$ cat src/rtl/exe_mem_skid_pkg.sv
// Shared types and defaults for the EX->MEM skid boundary.
// Default widths for the payload fields and the occupancy encoding.
package exe_mem_skid_pkg;

    localparam int DEF_RADDR_W = 5;
    localparam int DEF_RDATA_W = 32;
    localparam int DEF_ADDR_W  = 32;
    localparam int DEF_DATA_W  = 32;
    localparam int DEF_MEMOP_W = 4;

    // Memory op "no operation" is all zeros at any width
    localparam logic [DEF_MEMOP_W-1:0] MEM_NOP = '0;

    // Occupancy of the two-entry buffer
    typedef enum logic [1:0] {
        OCC_EMPTY = 2'd0,
        OCC_ONE   = 2'd1,
        OCC_FULL  = 2'd2
    } occ_e;

endpackage

$ cat src/rtl/exe_mem_payload_reg.sv
// Width-generic payload register with load and clear-to-NOP.
// NOP payload is all zeros, so clearing is a plain zero load.
module exe_mem_payload_reg #(
    parameter int W = 8
) (
    input  logic         clk_i,
    input  logic         rst_i,
    input  logic         clr_i,
    input  logic         ld_i,
    input  logic [W-1:0] d_i,
    output logic [W-1:0] q_o
);

    logic [W-1:0] q_q;

    // Reset/clear dominate a load
    always_ff @(posedge clk_i) begin
        if (rst_i || clr_i) begin
            q_q <= '0;
        end else if (ld_i) begin
            q_q <= d_i;
        end
    end

    assign q_o = q_q;

endmodule

$ cat src/rtl/exe_mem_skid.sv
// EX->MEM boundary: 2-entry skid buffer, registered ready, flush, x0 squash.
// Optional EXE_MEM_STATS_EN adds stall and full-cycle counters.
module exe_mem_skid
    import exe_mem_skid_pkg::*;
#(
    parameter int RADDR_W = DEF_RADDR_W,
    parameter int RDATA_W = DEF_RDATA_W,
    parameter int ADDR_W  = DEF_ADDR_W,
    parameter int DATA_W  = DEF_DATA_W,
    parameter int MEMOP_W = DEF_MEMOP_W
) (
    input  logic               clk_i,
    input  logic               rst_i,
    input  logic               flush_i,
    input  logic               in_valid_i,
    output logic               in_ready_o,
    input  logic [RADDR_W-1:0] reg_waddr_i,
    input  logic               reg_we_i,
    input  logic [RDATA_W-1:0] reg_wdata_i,
    input  logic [ADDR_W-1:0]  mem_addr_i,
    input  logic [DATA_W-1:0]  mem_data_i,
    input  logic               mem_we_i,
    input  logic [MEMOP_W-1:0] mem_op_i,
    output logic               out_valid_o,
    input  logic               out_ready_i,
    output logic [RADDR_W-1:0] reg_waddr_o,
    output logic               reg_we_o,
    output logic [RDATA_W-1:0] reg_wdata_o,
    output logic [ADDR_W-1:0]  mem_addr_o,
    output logic [DATA_W-1:0]  mem_data_o,
    output logic               mem_we_o,
    output logic [MEMOP_W-1:0] mem_op_o
`ifdef EXE_MEM_STATS_EN
    ,
    output logic [31:0]        stall_cnt_o,
    output logic [31:0]        full_cnt_o
`endif
);

    localparam int PW = RADDR_W + 1 + RDATA_W + ADDR_W + DATA_W + 1 + MEMOP_W;

    occ_e          state_q, state_d;
    logic          in_ready_q;
    logic          accept, fire;
    logic          out_ld, out_clr, out_from_skid;
    logic          skid_ld, skid_clr;
    logic [PW-1:0] in_pl, out_d, out_q, skid_q;

    assign out_valid_o = (state_q != OCC_EMPTY);
    assign in_ready_o  = in_ready_q;
    assign accept      = in_valid_i && in_ready_q;
    assign fire        = out_valid_o && out_ready_i;

    // Writes to x0 are dropped at capture time
    assign in_pl = {reg_waddr_i,
                    reg_we_i && (reg_waddr_i != '0),
                    reg_wdata_i, mem_addr_i, mem_data_i,
                    mem_we_i, mem_op_i};

    assign out_d = out_from_skid ? skid_q : in_pl;

    // Occupancy transitions and register load/clear controls
    always_comb begin
        state_d       = state_q;
        out_ld        = 1'b0;
        out_from_skid = 1'b0;
        skid_ld       = 1'b0;
        skid_clr      = 1'b0;
        if (flush_i) begin
            state_d  = OCC_EMPTY;
            skid_clr = 1'b1;
        end else begin
            case (state_q)
                OCC_EMPTY: begin
                    if (accept) begin
                        state_d = OCC_ONE;
                        out_ld  = 1'b1;
                    end
                end
                OCC_ONE: begin
                    if (accept && fire) begin
                        out_ld = 1'b1;
                    end else if (accept) begin
                        state_d = OCC_FULL;
                        skid_ld = 1'b1;
                    end else if (fire) begin
                        state_d = OCC_EMPTY;
                    end
                end
                OCC_FULL: begin
                    if (fire) begin
                        state_d       = OCC_ONE;
                        out_ld        = 1'b1;
                        out_from_skid = 1'b1;
                    end
                end
                default: state_d = OCC_EMPTY;
            endcase
        end
        // An empty stage always shows a NOP payload
        out_clr = (state_d == OCC_EMPTY);
    end

    // Occupancy and registered ready
    always_ff @(posedge clk_i) begin
        if (rst_i) begin
            state_q    <= OCC_EMPTY;
            in_ready_q <= 1'b1;
        end else begin
            state_q    <= state_d;
            in_ready_q <= (state_d != OCC_FULL);
        end
    end

    exe_mem_payload_reg #(.W(PW)) u_out_reg (
        .clk_i (clk_i),
        .rst_i (rst_i),
        .clr_i (out_clr),
        .ld_i  (out_ld),
        .d_i   (out_d),
        .q_o   (out_q)
    );

    exe_mem_payload_reg #(.W(PW)) u_skid_reg (
        .clk_i (clk_i),
        .rst_i (rst_i),
        .clr_i (skid_clr),
        .ld_i  (skid_ld),
        .d_i   (in_pl),
        .q_o   (skid_q)
    );

    assign {reg_waddr_o, reg_we_o, reg_wdata_o, mem_addr_o,
            mem_data_o, mem_we_o, mem_op_o} = out_q;

`ifdef EXE_MEM_STATS_EN
    logic [31:0] stall_cnt_q, full_cnt_q;

    // Stall and full-cycle counters, cleared only by reset
    always_ff @(posedge clk_i) begin
        if (rst_i) begin
            stall_cnt_q <= '0;
            full_cnt_q  <= '0;
        end else begin
            if (out_valid_o && !out_ready_i) begin
                stall_cnt_q <= stall_cnt_q + 32'd1;
            end
            if (state_q == OCC_FULL) begin
                full_cnt_q <= full_cnt_q + 32'd1;
            end
        end
    end

    assign stall_cnt_o = stall_cnt_q;
    assign full_cnt_o  = full_cnt_q;
`endif

endmodule

$ cat config.mk
export PLATFORM = sky130hd
export DESIGN_NAME = exe_mem_skid
export DESIGN_NICKNAME = d
export VERILOG_FILES = /design/src/rtl/exe_mem_skid_pkg.sv /design/src/rtl/exe_mem_payload_reg.sv /design/src/rtl/exe_mem_skid.sv
export SDC_FILE = /design/constraint.sdc
export NUM_CORES = 1
export LEC_CHECK = 0
export ABC_AREA = 1
export ABC_CLOCK_PERIOD_IN_PS = 1950
export BUFFER_PORTS_ARGS = -buffer_cell sky130_fd_sc_hd__buf_2
export CAP_MARGIN = 25
export CORE_ASPECT_RATIO = 1.75
export CORE_UTILIZATION = 50
export DETAILED_ROUTE_END_ITERATION = 10
export PLACE_DENSITY = 0.79
export SYNTH_ARGS = -nofsm -noshare
export SYNTH_HDL_FRONTEND = slang
export SYNTH_SLANG_ARGS = --single-unit
$ cat constraint.sdc
create_clock -name clk_i -period 1.95 [get_ports clk_i]
set_clock_uncertainty 0.05 [all_clocks]
set_input_delay 0.195 -clock clk_i [delete_from_list [all_inputs] [get_ports clk_i]]
set_output_delay 0.195 -clock clk_i [all_outputs]
set_load 0.01 [all_outputs]
# Yosys cells after proc, flatten, opt, wreduce, memory -nomap -nowiden
# Index checks and enable logic that the tools add are counted.
# word_totals
input_bits	112
word_cells	36
out_inout_bits	109
regBits	217
# classes
eq_ne	3
mux	19
reduce_logical	10
# ops
op	count
2-to-1 mux 107 bit	1
2-to-1 mux 2 bit	6
2-to-1 mux 1 bit	10
one-hot mux 2 bit (3 select lines)	1
nonzero test 5 bit	1
logical AND 1 bit	4
logical NOT 2 bit	2
one-hot mux 1 bit (3 select lines)	1
equality test 2 x 1 -> 1 bit, second input constant	1
equality test 2 bit, second input constant	1
logical OR 1 bit	2
inequality test 2 bit, second input constant	1
nonzero test 2 bit	1

# Depth between registers and ports, before layout
# logic_depth
ltp_word	9
ltp_mapped	11
ltp_nobuf	9

# By module
# Synthesis repeated with hierarchy kept, for this count alone.
# unflattened
cells_unflattened	1734
area_unflattened_um2	10211.0
# modules_own_cells
module	n_inst	area_per_inst_um2	seq_area_each_um2	cells_per_inst
exe_mem_payload_reg	2	4341.7	2142.1	678
exe_mem_skid	1	1527.7	60.1	378

# Worst setup path after synthesis
# Ideal clock, no wire load.
# synth_path
path_kind	reg2reg
start	register in_ready_q (netlist: in_ready_o)
end	register u_out_reg.q_q[65] (netlist: u_out_reg.q_o[65])
required_time_ns	1.773
setup_time_ns	0.127
path_buffers	2
synth_period_minus_slack_ns	1.551
t_arrival_ns	1.374
path_stages_with_launch	12
path_slack_ns	0.399
cell_sequence	dfxtp_1 -> nand2_1 -> nor2_1 -> nand3_1 -> nand2_2 -> inv_2 -> buf_6 -> buf_4 -> nand2_1 -> nand2_1 -> inv_1 -> nor2_1
# synth_between
elab_chain_cells	7
elab_cells_between_ends	13
cone_classes	mux (9); reduce/logical (4)
# synth_rtl
item	line_no	source
start, declared	exe_mem_skid.sv:43	logic in_ready_q;
start signal, assigned	exe_mem_skid.sv:111	in_ready_q <= (state_d != OCC_FULL);
logical AND 1 bit *	exe_mem_skid.sv:51	assign accept = in_valid_i && in_ready_q;
2-to-1 mux 2 bit or logical AND 1 bit (tied branches)	exe_mem_skid.sv:83, exe_mem_skid.sv:81	
2-to-1 mux 2 bit	exe_mem_skid.sv:81	if (accept && fire) begin
one-hot mux 2 bit (3 select lines)	exe_mem_skid.sv:73	case (state_q)
2-to-1 mux 2 bit	exe_mem_skid.sv:69	if (flush_i) begin
logical NOT 2 bit	exe_mem_skid.sv:101	out_clr = (state_d == OCC_EMPTY);
logical OR 1 bit	exe_mem_payload_reg.sv:18	if (rst_i || clr_i) begin
end signal, assigned	exe_mem_payload_reg.sv:21	q_q <= d_i;
end, declared	exe_mem_payload_reg.sv:14	logic [W-1:0] q_q;
# Mark *: on every way between the ends. The rest lies on a longest branch, timed or not.
# A chain may end at the register's enable or synchronous reset.

# Final worst setup path
# layout_path
start	register in_ready_q (netlist: in_ready_o)
end	register u_skid_reg.q_q[14] (netlist: u_skid_reg.q_o[14])
# layout_between
elab_chain_cells	5
elab_cells_between_ends	6
cone_classes	mux (4); reduce/logical (2)
# layout_rtl
item	line_no
logical AND 1 bit *	exe_mem_skid.sv:51
2-to-1 mux 1 bit or logical AND 1 bit (tied branches)	exe_mem_skid.sv:83, exe_mem_skid.sv:81
2-to-1 mux 1 bit *	exe_mem_skid.sv:81
2-to-1 mux 1 bit *	exe_mem_skid.sv:73
2-to-1 mux 1 bit *	exe_mem_skid.sv:69
end signal, assigned	exe_mem_payload_reg.sv:21
end, declared	exe_mem_payload_reg.sv:14
# Marked as above.

==> impl_metrics.csv <==
group,metric,value,unit
grt,grt_pass1_wl,42600,µm
logic_synthesis,synth_warnings,0,
logic_synthesis,synth.cell_area,9530,µm²
place,port_buffers,220,
power_and_ir_drop,peakVddDrop,618,µV
die,die_area,19600,µm²
logic_synthesis,synth_area_leaders,"dfxtp_1 (46%), nand2_1 (17%), nor2_1 (8.7%), inv_1 (8.6%), a211oi_1 (8.4%)",
die,coreArea,18700,µm²
critical_path,slowest_delay,350,ps
grt,gr-usage-met1,0.289,
die,dieWidth,106,µm
power_and_ir_drop,power.density,732,nW/µm²
cells_and_area,area_delta_synth_final,30.9,%
timing,clock.fmax,547,MHz
power_and_ir_drop,p_clk_frac,0.407,
grt,use_met2,0.494,
timing,finalHoldViolations,0,
clock_tree,tritoncts,"built",
timing,period_share,0.937,
clock_tree,clk_pin_slew,70,ps
grt,antenna_found_initial,1,
place,dp_hpwl,15700,µm
worst_hold_path,hold_class,"in -> reg",
logic_synthesis,yosysTopAreaCell,"dfxtp_1",
critical_path,crit_arrival,2110,ps
timing,finalSetupTns,0,ps
timing,relSlewSlack,0.553,
logic_synthesis,syn_inst,1415,
grt,grt_use_total,0.266,
timing,post-route-min-period,1830,ps
critical_path,path_buf_inv,1,
logic_synthesis,ys_ff_latch,217,
die,io_pins,221,
clock_tree,cts.sinks,217,
grt,grt_pass1_vias,9295,
routing,vias,9564,
cells_and_area,nets,1805,
cells_and_area,antennaDiodeCount,0,
routing,drtAntennaViolNets,0,
status,outcome,"finished clean",
grt,globalRouteOverflowTotal,0,
clock_tree,clk_latency,490,ps
die,start_util,0.511,
timing,drv_slew,0,
cells_and_area,drive_above_1_share,0.161,
power_and_ir_drop,netSwitchingFraction,0.236,
grt,grt_max_degree,81,
place,gp_congestion,0.826,
logic_synthesis,synth_top_area_frac,0.456,
logic_synthesis,yosys.cell_types.count,20,
clock_tree,cts_root_buf,"clkbuf_16",
critical_path,cp_top_family,"simple AND/OR/NAND/NOR gates",
routing,drt_first_pass_iters,5,
routing,avgViaCountPerCell,4.92,
clock_tree,cts_max_level,1,
die,die_y,185,µm
power_and_ir_drop,power.combinational.fraction,0.101,
routing,wl_per_cell,13.6,µm
grt,top_usage_layer,"met2",
critical_path,crit_slowest_cell,"nand3_4",
grt,grtUsageMet3,0.0396,
routing,wirelength,26300,µm
critical_path,cp-start-kind,"flip-flop",
critical_path,worstPathMaxFanout,55,
die,rows,66,
timing,setup_viol,0,
cells_and_area,design_area,12500,µm²
clock_tree,cts_buffers,20,
power_and_ir_drop,leakage,5.83,nW
power_and_ir_drop,switching_power,2.16,mW
power_and_ir_drop,power_frac_seq,0.493,
clock_tree,cts_buffer_depth,3,
routing,drcViolationCount,0,
critical_path,path_class,"reg -> reg",
critical_path,cp-end-kind,"flip-flop",
critical_path,worst_path_most_repeated_cell,"nor2_1",
job,maxCapViolations,0,
logic_synthesis,synth.avg_cell_area,6.73,µm²
logic_synthesis,synth_nets,1527,
timing,rsz0062_at_grt,"no",
critical_path,cp.required,2230,ps
place,dpl_cell_area,10800,µm²
routing,first_iter_violations,533,
logic_synthesis,ys_seq_area_frac,0.456,
critical_path,cp_cell_sequence,"nand2_1 > nor2_1 > nand3_4 > buf_12 > nor2_1 > a211oi_1",
timing,tightest_slew,671,ps
power_and_ir_drop,intPower,6.97,mW
==> worst register-to-register path, delay by kind of cell, from the launching register on <==
family	cells	cell delay (ps)
AO/OA/AOI/OAI	1	80
buffers and inverters	1	310
flip-flops	1	340
AND/OR/NAND/NOR	4	900
==> Yosys cell counts <==
library cell and count:
buf_4 10, a211oi_1 106, o21ai_0 66, buf_6 3, clkbuf_2 4, nand2_1 439
nor2_1 222, nand3_1 5, nand3b_1 1, o21ai_1 40, o211ai_1 1, nand2_2 3
inv_2 3, a21oi_1 2, nand3_2 1, buf_2 44, clkbuf_1 29, inv_1 218
dfxtp_1 217, nor2_4 1
==> per-layer routing <==
layer	wire length (µm)	part of all wire
met3	1310	0.050
met2	13300	0.51
met5	11	0.00042
met4	1200	0.046
met1	10500	0.40
==> kinds of logic (layout without fill, tap and decap cells) <==
logic type             count (synthesis)  after routing  share of synthesized area
and+or+nand+nor                      672            672                      0.268
DFF                                  217            217                      0.456
AOI/OAI and AO/OA                    215            215                      0.141
buffers and inverters                311            600                      0.135
==> through the flow <==
stage	cells	power (mW)	hold WS (ps)	setup WS, ps	utilization
2_1_floorplan	1415	5.03	217	399	-
3_3_place_gp	1802	5.31	340	201	0.578
3_5_place_dp	1802	5.33	347	153	0.578
4_1_cts	1942	9.18	20.9	103	0.668
5_1_grt	1942	9.48	54.7	12.4	0.668
6_report	1942	9.13	27.3	123	0.668
==> final cells by class <==
type / instances / area (µm²)
Inverter: 221 / 831
Tap cell: 238 / 298
Sequential cell: 217 / 4340
Clock buffer: 30 / 589
Fill cell: 1550 / 6190
Multi-Input combinational cell: 887 / 3940
Timing Repair Buffer: 346 / 2460
Clock inverter: 3 / 15.0
==> sequential cells by signal, indices dropped and copies added (netlist names) <==
signal and cells:
state_q 2, in_ready_o 1, u_out_reg.q_o 107, u_skid_reg.q_o 107
==> placed cells by master, fill, tap and decap left out <==
| master | synthesis | layout |
|---|---|---|
| buf_4 | 10 | 7 |
| nand3b_1 | 1 | 1 |
| buf_6 | 3 | 1 |
| nand3_4 | 0 | 1 |
| nand2_8 | 0 | 1 |
| a21oi_1 | 2 | 2 |
| inv_2 | 3 | 2 |
| nand2_4 | 0 | 3 |
| clkbuf_16 | 0 | 21 |
| clkbuf_1 | 29 | 6 |
| buf_2 | 44 | 220 |
| inv_1 | 218 | 218 |
| dlygate4sd3_1 | 0 | 107 |
| dfxtp_1 | 217 | 217 |
| a211oi_1 | 106 | 106 |
| o21ai_0 | 66 | 66 |
| clkbuf_8 | 0 | 3 |
| clkinv_2 | 0 | 4 |
| nor2_4 | 1 | 1 |
| nor2_1 | 222 | 222 |
| nand3_1 | 5 | 5 |
| nand2_1 | 439 | 438 |
| o211ai_1 | 1 | 1 |
| o21ai_1 | 40 | 40 |
| buf_12 | 0 | 11 |
==> path summary, 6_finish.rpt <==
check	startpoint	end	slack [ps]	depth (start not counted)
worst max-delay path	in_ready_o	u_skid_reg.q_o[14]	120	6
worst min-delay path	out_ready_i	state_q[0]	30	4
worst max register to register	in_ready_o	u_skid_reg.q_o[14]	120	6
worst min register to register	u_skid_reg.q_o[1]	u_skid_reg.q_o[1]	410	2
==> power groups by stage <==
stage | registers [mW] | clock network, mW | logic [mW]
after global placement | 4.59 | 0 | 0.714
after floorplan | 4.61 | 0 | 0.426
after detailed placement | 4.60 | 0 | 0.730
after global routing | 4.50 | 3.96 | 1.02
after CTS | 4.49 | 3.78 | 0.904
final | 4.50 | 3.71 | 0.918
==> timing repair <==
item | CTS | global route
endpoints found under the hold margin | 109 | 0
setup buffers | 0 | 0
setup endpoints to repair | 0 | 30
resized for setup | 0 | 1
hold buffers | 107 | 0
Power figures use the tool's default switching activity.
